--- config.mk ---
export PLATFORM = sky130hd
export DESIGN_NAME = id_stage
export DESIGN_NICKNAME = d
export VERILOG_FILES = /design/src/rtl/id_stage.sv
export SDC_FILE = /design/constraint.sdc
export NUM_CORES = 1
export LEC_CHECK = 0
export BUFFER_PORTS_ARGS = -buffer_cell sky130_fd_sc_hd__buf_2
export CORE_UTILIZATION = 50
export CTS_BUF_LIST = sky130_fd_sc_hd__clkbuf_8
export DETAILED_ROUTE_END_ITERATION = 8
export PLACE_DENSITY = 0.86
export SYNTH_ARGS = -nofsm -noshare
export SYNTH_HDL_FRONTEND = slang
export SYNTH_SLANG_ARGS = --single-unit
--- constraint.sdc ---
create_clock -name clk -period 3.25 [get_ports clk]
set_clock_uncertainty 0.05 [all_clocks]
set_input_delay 0.4875 -clock clk [delete_from_list [all_inputs] [get_ports clk]]
set_output_delay 0.4875 -clock clk [all_outputs]
set_load 0.03 [all_outputs]
--- src/rtl/id_stage.sv ---
// -----------------------------------------------------------------------------
// id_stage -- RV32I instruction decode stage with register scoreboard.
//
// Decodes the fetched instruction, reads the register file (combinational
// read, addresses driven straight from the instruction bits), checks
// read-after-write and write-after-write hazards against a pending-write
// scoreboard and against the instruction currently held on the output, and
// registers the decoded payload for the execute stage.
//
// Ports
//   clk, rst_n                  pipeline clock, asynchronous active-low reset
//   in_valid/in_ready           fetch-side handshake
//   in_instr, in_pc             instruction word and its PC
//   rs1_addr/rs2_addr           register-file read addresses (always driven)
//   rs1_data/rs2_data           register-file read data (x0 reads 0)
//   wb_valid, wb_rd_addr        writeback retire strobe and destination
//   flush                       drop held output and refuse input this cycle
//   out_valid/out_ready         execute-side handshake
//   out_pc .. out_illegal       registered decoded payload
// -----------------------------------------------------------------------------
module id_stage (
  input  logic        clk,
  input  logic        rst_n,
  input  logic        in_valid,
  output logic        in_ready,
  input  logic [31:0] in_instr,
  input  logic [31:0] in_pc,
  output logic [4:0]  rs1_addr,
  output logic [4:0]  rs2_addr,
  input  logic [31:0] rs1_data,
  input  logic [31:0] rs2_data,
  input  logic        wb_valid,
  input  logic [4:0]  wb_rd_addr,
  input  logic        flush,
  output logic        out_valid,
  input  logic        out_ready,
  output logic [31:0] out_pc,
  output logic [31:0] out_rs1_val,
  output logic [31:0] out_rs2_val,
  output logic [31:0] out_imm,
  output logic [4:0]  out_rd_addr,
  output logic        out_rd_we,
  output logic [6:0]  out_opcode,
  output logic [2:0]  out_funct3,
  output logic        out_funct7b5,
  output logic        out_illegal
);

  localparam logic [6:0] OP_R      = 7'b0110011;
  localparam logic [6:0] OP_IMM    = 7'b0010011;
  localparam logic [6:0] OP_LOAD   = 7'b0000011;
  localparam logic [6:0] OP_JALR   = 7'b1100111;
  localparam logic [6:0] OP_STORE  = 7'b0100011;
  localparam logic [6:0] OP_BRANCH = 7'b1100011;
  localparam logic [6:0] OP_LUI    = 7'b0110111;
  localparam logic [6:0] OP_AUIPC  = 7'b0010111;
  localparam logic [6:0] OP_JAL    = 7'b1101111;

  logic [6:0]  opcode_s;
  logic [4:0]  rd_s;
  logic [31:0] imm_s;
  logic        use_rs1_s;
  logic        use_rs2_s;
  logic        rd_we_raw_s;
  logic        rd_we_s;
  logic        illegal_s;
  logic        hazard_s;
  logic        accept_s;
  logic        xfer_s;
  logic [31:0] sb_set_s;
  logic [31:0] sb_clr_s;
  logic [31:0] sb_nxt_s;
  logic [31:0] sb_r;

  // A register is busy if a write to it is pending in the scoreboard or the
  // instruction sitting on the output (not yet transferred) will write it.
  function automatic logic reg_busy(
    input logic [4:0]  addr,
    input logic [31:0] sb,
    input logic        held_valid,
    input logic        held_we,
    input logic [4:0]  held_rd
  );
    reg_busy = sb[addr] || (held_valid && held_we && (held_rd == addr));
  endfunction

  assign opcode_s = in_instr[6:0];
  assign rd_s     = in_instr[11:7];
  assign rs1_addr = in_instr[19:15];
  assign rs2_addr = in_instr[24:20];

  // Format decode: immediate, source usage, write-enable and legality.
  always_comb begin
    imm_s       = 32'd0;
    use_rs1_s   = 1'b0;
    use_rs2_s   = 1'b0;
    rd_we_raw_s = 1'b0;
    illegal_s   = 1'b0;
    case (opcode_s)
      OP_R: begin
        use_rs1_s   = 1'b1;
        use_rs2_s   = 1'b1;
        rd_we_raw_s = 1'b1;
      end
      OP_IMM, OP_LOAD, OP_JALR: begin
        imm_s       = {{20{in_instr[31]}}, in_instr[31:20]};
        use_rs1_s   = 1'b1;
        rd_we_raw_s = 1'b1;
      end
      OP_STORE: begin
        imm_s     = {{20{in_instr[31]}}, in_instr[31:25], in_instr[11:7]};
        use_rs1_s = 1'b1;
        use_rs2_s = 1'b1;
      end
      OP_BRANCH: begin
        imm_s     = {{19{in_instr[31]}}, in_instr[31], in_instr[7],
                     in_instr[30:25], in_instr[11:8], 1'b0};
        use_rs1_s = 1'b1;
        use_rs2_s = 1'b1;
      end
      OP_LUI, OP_AUIPC: begin
        imm_s       = {in_instr[31:12], 12'd0};
        rd_we_raw_s = 1'b1;
      end
      OP_JAL: begin
        imm_s       = {{11{in_instr[31]}}, in_instr[31], in_instr[19:12],
                       in_instr[20], in_instr[30:21], 1'b0};
        rd_we_raw_s = 1'b1;
      end
      default: begin
        illegal_s = 1'b1;
      end
    endcase
  end

  // Writes to x0 are dropped so they never occupy the scoreboard.
  assign rd_we_s = rd_we_raw_s && (rd_s != 5'd0);

  // Illegal instructions use no sources and never write, so they never stall.
  assign hazard_s =
      (use_rs1_s && reg_busy(rs1_addr, sb_r, out_valid, out_rd_we, out_rd_addr)) ||
      (use_rs2_s && reg_busy(rs2_addr, sb_r, out_valid, out_rd_we, out_rd_addr)) ||
      (rd_we_s   && reg_busy(rd_s,     sb_r, out_valid, out_rd_we, out_rd_addr));

  assign in_ready = (!out_valid || out_ready) && !hazard_s && !flush;
  assign accept_s = in_valid && in_ready;
  assign xfer_s   = out_valid && out_ready && !flush;

  // Set beats clear on the same index; bit 0 is never pending.
  assign sb_set_s = (xfer_s && out_rd_we) ? (32'd1 << out_rd_addr) : 32'd0;
  assign sb_clr_s = wb_valid ? (32'd1 << wb_rd_addr) : 32'd0;
  assign sb_nxt_s = ((sb_r & ~sb_clr_s) | sb_set_s) & ~32'd1;

  // Scoreboard of destinations handed downstream but not yet written back.
  always_ff @(posedge clk or negedge rst_n) begin
    if (!rst_n) begin
      sb_r <= 32'd0;
    end else begin
      sb_r <= sb_nxt_s;
    end
  end

  // Output valid: flush wins, then a new accept, then a plain drain.
  always_ff @(posedge clk or negedge rst_n) begin
    if (!rst_n) begin
      out_valid <= 1'b0;
    end else if (flush) begin
      out_valid <= 1'b0;
    end else if (accept_s) begin
      out_valid <= 1'b1;
    end else if (xfer_s) begin
      out_valid <= 1'b0;
    end else begin
      out_valid <= out_valid;
    end
  end

  // Output payload is loaded only on accept and otherwise held stable.
  always_ff @(posedge clk or negedge rst_n) begin
    if (!rst_n) begin
      out_pc       <= 32'd0;
      out_rs1_val  <= 32'd0;
      out_rs2_val  <= 32'd0;
      out_imm      <= 32'd0;
      out_rd_addr  <= 5'd0;
      out_rd_we    <= 1'b0;
      out_opcode   <= 7'd0;
      out_funct3   <= 3'd0;
      out_funct7b5 <= 1'b0;
      out_illegal  <= 1'b0;
    end else if (accept_s) begin
      out_pc       <= in_pc;
      out_rs1_val  <= use_rs1_s ? rs1_data : 32'd0;
      out_rs2_val  <= use_rs2_s ? rs2_data : 32'd0;
      out_imm      <= imm_s;
      out_rd_addr  <= rd_s;
      out_rd_we    <= rd_we_s;
      out_opcode   <= opcode_s;
      out_funct3   <= in_instr[14:12];
      out_funct7b5 <= in_instr[30];
      out_illegal  <= illegal_s;
    end else begin
      out_pc       <= out_pc;
      out_rs1_val  <= out_rs1_val;
      out_rs2_val  <= out_rs2_val;
      out_imm      <= out_imm;
      out_rd_addr  <= out_rd_addr;
      out_rd_we    <= out_rd_we;
      out_opcode   <= out_opcode;
      out_funct3   <= out_funct3;
      out_funct7b5 <= out_funct7b5;
      out_illegal  <= out_illegal;
    end
  end

endmodule

# After elaboration in Yosys (flattened, before gate mapping)
# Cells that the tools add are included.
dict set report word_totals {
  register_bits 178
  latch_bits 0
  ramBits 0
  romBits 0
  word_cells 81
  memories 0
}
dict set report op_classes {
  n_addsub 0
  mul 0
  div 0
  order_cmp 3
  eq_ne 12
  shifts 2
  muxes 18
  bitwise 3
  n_reduce_logical 31
}
# op count
set op_table {}
lappend op_table {{case mux 32 bit (5 select lines)} 1}
lappend op_table {{2-to-1 mux 32 bit} 4}
lappend op_table {{left shift 1 x 5 -> 32 bit (first input constant)} 2}
lappend op_table {{AND 32 bit} 1}
lappend op_table {{inverter 32 bit} 1}
lappend op_table {{OR 32 bit} 1}
lappend op_table {{equality test 7 x 6 -> 1 bit (second input constant)} 3}
lappend op_table {{equality test 7 bit (second input constant)} 3}
lappend op_table {{< comparator 5 x 6 -> 1 bit (second input constant)} 3}
lappend op_table {{binary-select mux 1 bit (select 5 bit)} 3}
lappend op_table {{equality test 5 bit} 3}
lappend op_table {{equality test 7 x 5 -> 1 bit (second input constant)} 2}
lappend op_table {{logical AND 1 bit} 14}
lappend op_table {{2-to-1 mux 1 bit} 10}
lappend op_table {{OR reduction 9 bit} 1}
lappend op_table {{equality test 7 x 2 -> 1 bit (second input constant)} 1}
lappend op_table {{OR reduction 7 bit} 1}
lappend op_table {{logical OR 1 bit} 6}
lappend op_table {{OR reduction 3 bit} 2}
lappend op_table {{OR reduction 6 bit} 1}
lappend op_table {{nonzero test 5 bit} 1}
lappend op_table {{logical NOT 1 bit} 3}
lappend op_table {{nonzero test 3 bit} 1}
lappend op_table {{OR reduction 2 bit} 1}

# Logic depth before layout (Yosys ltp)
dict set report logic_depth {
  depth_word 12
  ltp_mapped 12
}

# Least setup slack after synthesis
# OpenSTA, ideal clock, no wires.
dict set report synth_timing {
  path_kind {input to output}
  startpoint {input in_instr[22]}
  endpoint {output in_ready}
  t_arrival_ns 2.731
  setup_slack_ns -0.019
  path_stages 7
  path_cell_list {buf_1 mux2_2 a221oi_1 nor3_1 o41a_1 a22oi_1 nor3b_1}
}
dict set report synth_between {
  elab_chain_cells 9
  word_cells_on_any_way 11
}
# item line
set synth_rtl {}
lappend synth_rtl {{start: declaration} 26} ;# input logic [31:0] in_instr,
lappend synth_rtl {{binary-select mux 1 bit (select 5 bit) or equality test 5 bit (tied branches)} 84} ;# reg_busy = sb[addr] || (held_valid && held_we && (held_rd == addr));
lappend synth_rtl {{2-to-1 mux 1 bit (implied by the code) or logical AND 1 bit (tied branches)} 84}
lappend synth_rtl {{logical OR 1 bit *} 84}
lappend synth_rtl {{logical AND 1 bit *} 142} ;# (use_rs2_s && reg_busy(rs2_addr, sb_r, out_valid, out_rd_we, out_rd_addr)) ||
lappend synth_rtl {{logical OR 1 bit *} 141} ;# (use_rs1_s && reg_busy(rs1_addr, sb_r, out_valid, out_rd_we, out_rd_addr)) ||
lappend synth_rtl {{logical OR 1 bit *} 142}
lappend synth_rtl {{logical NOT 1 bit *} 145} ;# assign in_ready = (!out_valid || out_ready) && !hazard_s && !flush;
lappend synth_rtl {{logical AND 1 bit * (2 in series)} 145}
lappend synth_rtl {{end: declaration} 25} ;# output logic in_ready,
# Every way passes the cells marked *; elsewhere a longest branch is shown, timed or not. The select of a mux whose other input is x is not followed.

# Final worst setup path
dict set report layout_timing {
  startpoint {register sb_r[15]}
  endpoint {output in_ready}
}
dict set report layout_between {
  elab_chain_cells 9
  word_cells_on_any_way 17
}
# item line
set layout_rtl {}
lappend layout_rtl {{start: declaration} 73} ;# logic [31:0] sb_r;
lappend layout_rtl {{start signal: assignment} 159} ;# sb_r <= sb_nxt_s;
lappend layout_rtl {{binary-select mux 1 bit (select 5 bit)} 84}
lappend layout_rtl {{2-to-1 mux 1 bit (implied by the code)} 84}
lappend layout_rtl {{logical OR 1 bit} 84}
lappend layout_rtl {{logical AND 1 bit (on tied branches)} {141, 142}}
lappend layout_rtl {{logical OR 1 bit} 141}
lappend layout_rtl {{logical OR 1 bit *} 142}
lappend layout_rtl {{logical NOT 1 bit *} 145}
lappend layout_rtl {{logical AND 1 bit * (2 in series)} 145}
# Marked as above.

==> metrics.md <==
| Metric | Value |
|---|---|
| Design area | about 11000 µm² |
| Antenna violations before repair | 1 |
| DR top layer | met5 |
| CTS sink count | 178 |
| Metal2 WL | approximately 12000 µm |
| Final setup margin | about 47 ps |
| Final period util | 98.6% |
| Area grow syn2layout | 26.4% |
| Critical path endpoint category | output pin |
| Top-area cell type share of the netlist area | between 50% and 60% |
| Min Clock Period, post-route | roughly 3200 ps |
| Ranking of synthesized cells by area | dfrtp_1 51%, mux2i_1 12%, mux2_1 4.9% |
| First-pass GRT wire length | between 30000 and 40000 µm |
| Setup_tns | 0 ps |
| Share of cells above drive strength 1 | 37.6% |
| Routability congestion estimate | between 0.9 and 1 |
| Hold Crit Class | in2async |
| Routed Antenna Nets | 0 |
| Total gr overflow | 0 |
| Async SR Flop Fraction | 100% |
| Total Power | around 5.1 mW |
| Drt pass-1 iters | 6 |
| CTS tree | yes |
| # diodes | 0 |
| Port Buf Inserts | 296 |
| Die extent in y | ~130 µm |
| Largest net degree at the start of global routing | 84 |
| Mapped Nets | ~940 |
| Seq/Total Area, Yosys | roughly 50% |
| Max clock buf depth | 2 |
| Flops & latches, synth | between 150 and 200 |
| Crit Path Category | reg2out |
| RSZ-0062 raised after global routing | yes |
| Avg Inst Size Synth | around 11 µm² |
| Vias | between 7000 and 8000 |
| Hold Buf Count CTS | 0 |
| Peak VDD IR | roughly 0.00027 V |
| Peak fanout along the critical path | 4 |
| H-tree depth reported by CTS | 4 |
| Synthesized area | between 8000 and 9000 µm² |
| Status | completed |
| Pins over their slew limit | 0 |
| Met3 wire length | approximately 1700 µm |
| Clk root buf | clkbuf_8 |
| Top_reg_cell synth | dfrtp_1 |
| Initial Util | between 50 and 60% |
| Drt initial violations | 440 |
| Drt drc | 0 |
| Netlist cell types | 45 |
| Clk Latency, worst-skew pair | between 400 and 500 ps |
| Ports | ~300 |
| Final instance count without filler cells | around 1300 |
| WP data required | around 2700 ps |
| Arr. time, crit path | approximately 2700 ps |
| Vias per cell | between 5 and 6 |
| Die area | approximately 18000 µm² |
| Vias in the first global route | between 7000 and 8000 |
| Cell Rows | 48 |
| Startpoint class of the critical path | flip-flop |
| Pwr dens | around 460 nW/µm² |
| Met1 wire length | ~9100 µm |
| Worst slew pin tran | between 600 and 700 ps |
| Final WL | roughly 24000 µm |
| Gate count after technology mapping | 802 |
| Inst Count DP | about 1300 |
| EDFF count, synth | 0 |
| LEAKAGE | between 5 and 6 nW |
| DP Wirelength | ~18000 µm |
| WL per Instance | ~18 µm |
| Horiz. Die Dim | approximately 130 µm |
| Final Hold Viols | 0 |
| GRT Total Usage | a little over a quarter |
| Synth area leader | dfrtp_1 |
| Max-cap violations | 0 |
| CTS Buf Count | 17 |
| Place WS | -137 ps |
| Peak Freq | 0.312 GHz |
| Reg clk slew, reported paths | approximately 100 ps |
| Nets | 1245 |
| Area after DPL | between 10000 and 15000 µm² |
| Relative slew slack | around 55% |
| Setup violators final | 0 |
| Yosys warns | 0 |
| Core area | approximately 17000 µm² |
[repair_timing]
| action | CTS | global route |
|---|---|---|
| setup endpoints to repair | 1 | 1 |
| gates resized for setup | 1 | 1 |
| pin swaps | 1 | 3 |
| buffers inserted | 0 | 2 |
| cloned | 0 | 0 |
| endpoints found under the hold margin | 0 | 0 |
[path summary, 6_finish.rpt]
kind	from	end	slack (ps)	depth (start not counted)
worst max-delay path	sb_r[15]$_DFF_PN0_	in_ready	50	5
worst min-delay path	rst_n	out_pc[2]$_DFFE_PN0P_	10	1
worst max register to register	sb_r[15]$_DFF_PN0_	out_rs2_val[6]$_DFFE_PN0P_	160	8
worst min register to register	out_opcode[2]$_DFFE_PN0P_	out_opcode[2]$_DFFE_PN0P_	440	1
max in group asynchronous	rst_n	out_pc[31]$_DFFE_PN0P_	2330	2
min in group clk	in_pc[20]	out_pc[20]$_DFFE_PN0P_	180	2
[cell type report]
class / instances / area (µm²)
fill: 1336 / 6120
timing repair buffer: 343 / 1930
multi-input combinational: 470 / 3670
tap: 225 / 282
clock inverter: 15 / 178
inverter: 96 / 360
clock buffer: 17 / 234
sequential: 178 / 4450
[placed cells by master (no fill, tap or decap), types with 7 or more instances in the layout]
master      n
buf_2     294
dfrtp_1   178
mux2i_1   104
inv_1      97
nand2_1    91
o21ai_0    67
buf_4      41
mux2_1     38
mux2_2     21
a21oi_1    21
mux4_2     19
clkbuf_8   18
nor2_1     16
xnor2_1    12
nor2b_1     9
nand3_1     8
buf_12      7
[metrics by stage]
stage / util, % / hold slack [ps]
after global placement: 62.0 / 412
after detailed placement: 62.0 / 419
after floorplan: - / 142
after CTS: 64.4 / 15.2
final: 64.5 / 11.1
after global routing: 64.5 / 41.8
[power breakdown]
| part | switching [mW] | internal, mW | leakage (nW) |
|---|---|---|---|
| combinational | 0.678 | 0.400 | 2.82 |
| clock | 0.874 | 0.706 | 0.201 |
| sequential | 0.120 | 2.36 | 2.37 |
[per-layer routing]
| layer | up-vias | GRT usage (%) |
|---|---|---|
| met1 | 3538 | 32.1 |
| met4 | 2 | 9.05 |
| li1 | 3311 | - |
| met2 | 380 | 46.6 |
| met3 | 66 | 5.93 |
| met5 | - | 0 |
[cell usage after synthesis (2+ instances only)]
library cell  instances
dfrtp_1             178
mux2i_1             104
inv_1                96
nand2_1              91
o21ai_0              67
mux2_1               38
clkbuf_1             23
a21oi_1              21
buf_4                21
mux2_2               21
mux4_2               19
nor2_1               17
xnor2_1              12
nor2b_1               9
nand3_1               8
buf_2                 7
nand3b_1              6
a22o_1                5
nand2b_1              5
nand4_1               5
nor3_1                5
or3_1                 5
buf_6                 4
buf_1                 3
nor3b_1               3
xor2_1                3
a221oi_1              2
a22oi_1               2
a31oi_1               2
and2_1                2
o2111ai_1             2
o311ai_0              2
or2_2                 2
[worst max-delay path: stages, from the launching register on]
cell and delay (ps):
dfrtp_1 430, mux4_2 470, mux4_2 500, a311o_1 420
nor3b_2 190, buf_4 190
[cells by family (layout without fill, tap and decap cells)]
| kind of cell | count (synthesis) | count (layout) | synth area share (%) |
|---|---|---|---|
| xor+xnor | 15 | 15 | 1.49 |
| simple gates | 164 | 164 | 8.66 |
| compound gates | 109 | 109 | 7.03 |
| mux | 182 | 182 | 24.3 |
| buf+inv | 154 | 471 | 7.91 |
| flops | 178 | 178 | 50.6 |
[flip-flops by register name, indices dropped and copies added, names as in the netlist]
register / flops
out_pc: 32
out_rs2_val: 32
out_illegal: 1
out_imm: 32
out_opcode: 7
sb_r: 31
out_valid: 1
out_funct7b5: 1
out_rd_we: 1
out_rs1_val: 32
out_funct3: 3
out_rd_addr: 5
(Power assumes the default switching activity.)
